### src/rtl/uart_tx_sched.sv
// Sits between the byte FIFO and the UART transmitter: round-robin merges two producers
// into the FIFO and drains it one frame at a time with an enforced inter-frame gap.
module uart_tx_sched #(
    parameter int unsigned DATA_WIDTH = 8,
    parameter int unsigned GAP_CYCLES = 16,
    parameter int unsigned BURST_MAX  = 8
) (
    input  logic                  sample_Clk,
    input  logic                  reset,
    input  logic                  req0_Valid,
    input  logic [DATA_WIDTH-1:0] req0_Data,
    output logic                  req0_Ready,
    input  logic                  req1_Valid,
    input  logic [DATA_WIDTH-1:0] req1_Data,
    output logic                  req1_Ready,
    output logic                  fifo_Wr,
    output logic [DATA_WIDTH-1:0] fifo_WrData,
    input  logic                  fifo_Full,
    input  logic                  fifo_Empty,
    output logic                  fifo_Rd,
    input  logic [DATA_WIDTH-1:0] fifo_RdData,
    output logic                  tx_Start,
    output logic [DATA_WIDTH-1:0] tx_Data,
    input  logic                  tx_Busy,
    input  logic                  auto_Mode,
    input  logic                  burst_Trig,
    output logic                  sched_Busy,
    output logic [7:0]            sent_Count
);

    typedef enum logic [2:0] {StIdle, StFetch, StLoad, StStart, StWait, StGap} state_e;

    localparam logic [7:0] GapLast  = 8'(GAP_CYCLES - 1);
    localparam logic [7:0] BurstLen = 8'(BURST_MAX);

    state_e                state_q, state_d;
    logic [DATA_WIDTH-1:0] tx_data_q, tx_data_d;
    logic [7:0]            sent_q, sent_d;
    logic [7:0]            burst_q, burst_d;
    logic [7:0]            gap_q, gap_d;
    logic                  last_grant_q, last_grant_d;
    logic                  mode_q, mode_d;

    logic grant0, grant1, wr_en, rd_en, start;

    // last_grant_q=1 means req1 was served last, so req0 wins the next tie.
    always_comb begin
        grant0       = req0_Valid && (!req1_Valid || last_grant_q);
        grant1       = req1_Valid && (!req0_Valid || !last_grant_q);
        rd_en        = (state_q == StFetch);
        // Never write during a pop: the FIFO would favour the write and lose the pop.
        wr_en        = reset && !fifo_Full && !rd_en && (grant0 || grant1);
        req0_Ready   = wr_en && grant0;
        req1_Ready   = wr_en && grant1;
        fifo_Wr      = wr_en;
        fifo_WrData  = wr_en ? (grant0 ? req0_Data : req1_Data) : '0;
        last_grant_d = wr_en ? grant1 : last_grant_q;
    end

    always_comb begin
        state_d   = state_q;
        tx_data_d = tx_data_q;
        gap_d     = gap_q;
        mode_d    = mode_q;
        start     = 1'b0;
        case (state_q)
            StIdle: begin
                if (!fifo_Empty && (auto_Mode || burst_q != 8'd0)) begin
                    state_d = StFetch;
                    mode_d  = auto_Mode;
                end
            end
            StFetch: state_d = StLoad;
            StLoad: begin
                tx_data_d = fifo_RdData;
                state_d   = StStart;
            end
            StStart: begin
                if (!tx_Busy) begin
                    start   = 1'b1;
                    state_d = StWait;
                end
            end
            StWait: begin
                if (!tx_Busy) begin
                    state_d = StGap;
                    gap_d   = 8'd0;
                end
            end
            StGap: begin
                if (gap_q == GapLast) state_d = StIdle;
                else                  gap_d   = gap_q + 8'd1;
            end
            default: state_d = StIdle;
        endcase
    end

    // A trigger reload wins over a same-cycle pop decrement.
    always_comb begin
        burst_d = burst_q;
        if (burst_Trig) begin
            burst_d = BurstLen;
        end else if (rd_en && !mode_q && burst_q != 8'd0) begin
            burst_d = burst_q - 8'd1;
        end
        sent_d = start ? sent_q + 8'd1 : sent_q;
    end

    always_ff @(posedge sample_Clk or negedge reset) begin
        if (!reset) begin
            state_q      <= StIdle;
            tx_data_q    <= '1;
            sent_q       <= 8'd0;
            burst_q      <= 8'd0;
            gap_q        <= 8'd0;
            last_grant_q <= 1'b1;
            mode_q       <= 1'b0;
        end else begin
            state_q      <= state_d;
            tx_data_q    <= tx_data_d;
            sent_q       <= sent_d;
            burst_q      <= burst_d;
            gap_q        <= gap_d;
            last_grant_q <= last_grant_d;
            mode_q       <= mode_d;
        end
    end

    assign fifo_Rd    = rd_en;
    assign tx_Start   = start;
    assign tx_Data    = tx_data_q;
    assign sched_Busy = (state_q != StIdle);
    assign sent_Count = sent_q;

endmodule
### config.mk
export PLATFORM = sky130hd
export DESIGN_NAME = uart_tx_sched
export DESIGN_NICKNAME = d
export VERILOG_FILES = /design/src/rtl/uart_tx_sched.sv
export SDC_FILE = /design/constraint.sdc
export NUM_CORES = 1
export LEC_CHECK = 0
export ABC_AREA = 1
export BUFFER_PORTS_ARGS = -buffer_cell sky130_fd_sc_hd__buf_2
export CAP_MARGIN = 25
export CORE_ASPECT_RATIO = 0.75
export CORE_MARGIN = 1.5
export CORE_UTILIZATION = 25
export DETAILED_ROUTE_END_ITERATION = 8
export PLACE_DENSITY = 0.43
export SYNTH_ARGS = -nofsm -noshare
export SYNTH_HDL_FRONTEND = slang
export SYNTH_SLANG_ARGS = --single-unit
### constraint.sdc
create_clock -name sample_Clk -period 1.65 [get_ports sample_Clk]
set_clock_uncertainty 0.1 [all_clocks]
set_input_delay 0.33 -clock sample_Clk [delete_from_list [all_inputs] [get_ports sample_Clk]]
set_output_delay 0.33 -clock sample_Clk [all_outputs]
set_load 0.03 [all_outputs]
# Word-level counts from Yosys, hierarchy flattened
# Index checks and enable logic that the tools add are counted.
[totals]
output_inout_bits = 30
in_bits = 33
ff_bits = 37
word_cells = 64
[op_classes]
mux = 14
n_reduce_logical = 29
n_addsub = 3
n_eq_ne = 11
[ops]
columns = ["cell", "n"]
rows = [
  ["$mux W8", 6],
  ["$pmux W3 S6", 1],
  ["$add A8 B1 Y8 const B", 2],
  ["$pmux W8 S2", 1],
  ["$mux W3", 4],
  ["$logic_and A1 B1 Y1", 10],
  ["$ne A2 B2 Y1 const B", 5],
  ["$eq A8 B4 Y1 const B", 1],
  ["$reduce_bool A8 Y1", 1],
  ["$sub A8 B1 Y8 const B", 1],
  ["$logic_not A1 Y1", 7],
  ["$eq A3 B2 Y1 const B", 2],
  ["$eq A3 B3 Y1 const B", 2],
  ["$logic_or A1 B1 Y1", 4],
  ["$reduce_and A4 Y1", 1],
  ["$reduce_bool A2 Y1", 2],
  ["$eq A3 B1 Y1 const B", 1],
  ["$logic_not A3 Y1", 1],
  ["$reduce_and A3 Y1", 1],
  ["$reduce_bool A3 Y1", 1],
  ["$mux W1", 2],
  ["$reduce_and A2 Y1", 1],
]

# Logic depth before layout (Yosys ltp)
[depth]
depth_word = 6
mapped_depth = 10
mapped_depth_nobuf = 10

# Worst setup path after synthesis
# No wires, ideal clock.
[synth_timing]
path_type = "reg2out"
from = "register state_q[0]"
to = "output fifo_WrData[0]"
setup_slack_ns = -0.119
arrival_time_ns = 1.339
stages_incl_launch_ff = 7
n_path_buf = 2
required_time_ns = 1.220
path_cell_list = "dfrtp_1 -> buf_2 -> nand3_2 -> nand3b_2 -> o21bai_1 -> buf_6 -> a21oi_2"
[synth_via]
elab_chain_len = 5
[synth_lines]
columns = ["element", "line_no", "source"]
rows = [
  ["start: declaration", "36", "state_e state_q, state_d;"],
  ["start signal: assignment", "111", "state_q <= StIdle;"],
  ["start signal: assignment", "119", "state_q <= state_d;"],
  ["$eq A3 B1 Y1", "50", "rd_en = (state_q == StFetch);"],
  ["$logic_not A1 Y1", "52", "wr_en = reset && !fifo_Full && !rd_en && (grant0 || grant1);"],
  ["$logic_and A1 B1 Y1 (2 in series)", "52", ""],
  ["$mux W8", "56", "fifo_WrData = wr_en ? (grant0 ? req0_Data : req1_Data) : '0;"],
  ["end: declaration", "17", "output logic [DATA_WIDTH-1:0] fifo_WrData,"],
]
# No other way between the ends.

# Final worst setup path
[layout_timing]
from = "register state_q[2]"
to = "output fifo_WrData[3]"
# The elaborated chain is that of the path after synthesis.

==> summary.md <==
| Metric | Value |
|---|---|
| Die ar. | `between 9000 and 10000 um^2` |
| PnR worst setup slack | `-0.261 ns` |
| Finished Layout Cells | `480` |
| Max VDD drop | `0.957 mV` |
| CP required | `1.22 ns` |
| Synth Warn # | `0` |
| CTS tree | `yes` |
| Net Count, Synth | `~320` |
| GRT Util Overall | `between 10% and 20%` |
| Startpoint Class | `flip-flop` |
| Failing checks | `negative setup slack` |
| Via-per-instance ratio | `4.24` |
| CTS sink count | `37` |
| Crit end category | `output port` |
| Worst setup path class | `flip-flop to output port` |
| RSZ-0062 raised after global routing | `yes` |
| Cell Rows | `28` |
| Port bufs | `62` |
| Hold Slack | `0.114 ns` |
| CP cell instances | `inv_4 > nand3_4 > nand3b_4 > o21bai_4 > buf_12 > a21oi_4 > buf_6` |
| Post-route minimum period | `1.91 ns` |
| GPL Wtd Cong | `0.821` |
| DRT iter0 DRCs | `106` |
| Die Ht | `just over 80 um` |
| Hold buffers post-CTS | `0` |
| Proportion of layout cells with a drive suffix above 1 | `between 40 and 50%` |
| Slowest CP cell | `dfrtp_1` |
| Die X | `109 um` |
| TNS Setup | `-2.47 ns` |
| CTS Buf Count | `5` |
| CP delay by family, top | `flip-flops` |
| Clk slew on worst S/H paths | `roughly 0.060 ns` |
| Grt total ovfl | `0` |
| Routed Antenna Nets | `0` |
| Global-route wire length before repair | `between 9000 and 10000 um` |
| Via count | `around 2000` |
| Core Region | `around 8100 um^2` |
| Io pins | `between 60 and 70` |
| Area fraction of the dominant cell type after synthesis | `between 30% and 40%` |
| PD cells | `roughly 1700 nW/um^2` |
| Avg Inst Size Synth | `approximately 7.6 um^2` |
| Initial Utilization | `about a quarter` |
| Final Setup Violations | `13` |
| Final hold violations | `0` |
| Sequential fraction of the synthesis area | `between 40% and 50%` |
| CTS root buf | `clkbuf_16` |
| Total Wirelength | `5590 um` |
| Max FO, Critical Path | `9` |
| DRC | `0` |
| CP max stage delay | `between 0.3 and 0.4 ns` |
| Fin. max-slew vios | `0` |
| Dpl cells | `approximately 470` |
| H-tree levels | `2` |
| Final Cycle Share | `116%` |
| Synth-to-layout area growth | `53.2%` |
| Worst Hold Class | `input port to asynchronous set/reset pin` |
| Vias in the first global route | `1863` |
| Most area-hungry cell type in the Yosys netlist | `dfrtp_1` |
| Clock Path Buffers | `2` |
| LEAKAGE | `around 1.6 nW` |
| Max_cap viols | `0` |
| Worst-Skew Late Latency | `approximately 0.28 ns` |
| Netlist cell types | `27` |
| Synth top area cells | `dfrtp_1, nand2_1, dfstp_2` |
| Initial antenna violation count | `0` |
| Worst-Margin Slew | `0.504 ns` |
| Slew Limit Headroom | `66.4%` |
| DP HPWL | `~4100 um` |
| Post-Syn Instances | `around 280` |
| Largest net degree at the start of global routing | `38` |
| Final Util | `~40%` |
| #FFs+latches synth | `37` |
| Run status | `finished with violations` |
| First-pass DRT Iterations | `4` |
| DR WL/cell | `~12 um` |
| Fmax | `approximately 520 MHz` |
| ANT cells | `0` |
| CP arrival | `between 1 and 1.5 ns` |
| Final Net Count | `slightly above 400` |
| CP bufs+invs | `3` |
| Post-Syn Area | `2120 um^2` |
final cells by class:
class                      instances  area (um^2)
clock buffer                       5          125
clock inverter                     3         65.1
sequential                        37          937
fill                             838         4810
tap                              105          131
multi-input combinational        202         1200
inverter                          36          140
timing repair buffer              92          651
flip-flops by register name (all words and copies together) (netlist names):
register      cells
state_q           3
last_grant_q      1
burst_q           8
mode_q            1
gap_q             8
sent_Count        8
tx_Data           8
routing by layer:
layer	global-route usage [%]	part of all wire, %	vias up	wire length [um]
met3	2.97	3.9	2	218
met4	3.90	0.72	0	40
met2	19.6	44	42	2480
met5	0	0	-	0
li1	-	-	1073	-
met1	18.6	51	919	2860
worst paths after layout:
path                                         from                      to  slack (ns)  cells after the start
max                        state_q[2]$_DFFE_PN0P_          fifo_WrData[3]       -0.26                      7
min                                         reset  burst_q[3]$_DFFE_PN0P_        0.11                      2
max reg2reg                state_q[0]$_DFFE_PN0P_  tx_Data[1]$_DFFE_PN1N_        0.10                      7
min reg2reg                tx_Data[0]$_DFFE_PN1N_  tx_Data[0]$_DFFE_PN1N_        0.36                      2
max in group asynchronous                   reset  tx_Data[7]$_DFFE_PN1N_        0.98                      2
min in group sample_Clk            fifo_RdData[7]  tx_Data[7]$_DFFE_PN1N_        0.15                      3
cell usage after synthesis:
library cell	n
xnor2_1	4
nand3_1	26
dfrtp_1	28
nor3_1	1
buf_4	1
nor2_1	22
dfstp_2	9
inv_2	6
a21oi_2	8
nand4_1	7
nand2_1	95
buf_2	2
xor2_1	8
inv_1	30
nand4_2	1
a21oi_1	2
nor3_4	1
o21ai_0	12
nand3_2	1
buf_6	1
ha_1	4
o21ai_2	2
nand3b_2	1
o21bai_1	1
or2_2	1
o21ai_1	4
nand2_2	1
placed cells by master (no fill, tap or decap), types with 5 or more instances in the layout:
cell type   n
nand2_1    91
buf_2      48
dfrtp_1    28
inv_1      25
nand3_1    25
buf_4      25
buf_6      18
nor2_1     13
o21ai_0    11
inv_2       9
dfstp_2     9
a21oi_4     8
xor2_1      8
nor2_2      7
nand4_1     7
clkbuf_16   5
per-stage QoR:
step | setup slack, ns | power (mW) | area, um^2
2_1_floorplan | -0.0104 | 3.28 | 2230
3_3_place_gp | -0.0686 | 4.04 | 2830
3_5_place_dp | -0.100 | 4.05 | 2830
4_1_cts | -0.270 | 5.49 | 3170
5_1_grt | -0.323 | 6.03 | 3250
6_report | -0.261 | 5.57 | 3250
worst register-to-register path, cell delays in order, from the launching register on:
cell and delay [ns]:
dfrtp_1 0.40, buf_4 0.14, buf_6 0.12, buf_4 0.16
nor3_4 0.25, buf_4 0.19, nand2_1 0.06, nand2_1 0.06
where the power goes:
part,switching (mW),internal [mW]
clock,0.374,0.863
combinational,1.67,1.06
sequential,0.272,1.34
total,2.31,3.26
logic make-up after synthesis:
| family | after synthesis | synth area share, % |
|---|---|---|
| buffers and inverters | 40 | 7.72 |
| adder cells (fa/ha/maj) | 4 | 2.36 |
| AO/OA/AOI/OAI | 29 | 8.73 |
| AND/OR/NAND/NOR | 157 | 32.1 |
| flip-flops | 37 | 44.2 |
| XOR/XNOR | 12 | 4.95 |
timing repair:
item / 4_1_cts / 5_1_grt
gates cloned: 1 / 0
pin swaps: 4 / 4
setup endpoints to repair: 14 / 30
gates resized for setup: 42 / 21
setup buffers: 3 / 3
Note: power is estimated with default switching activity, not from simulation.
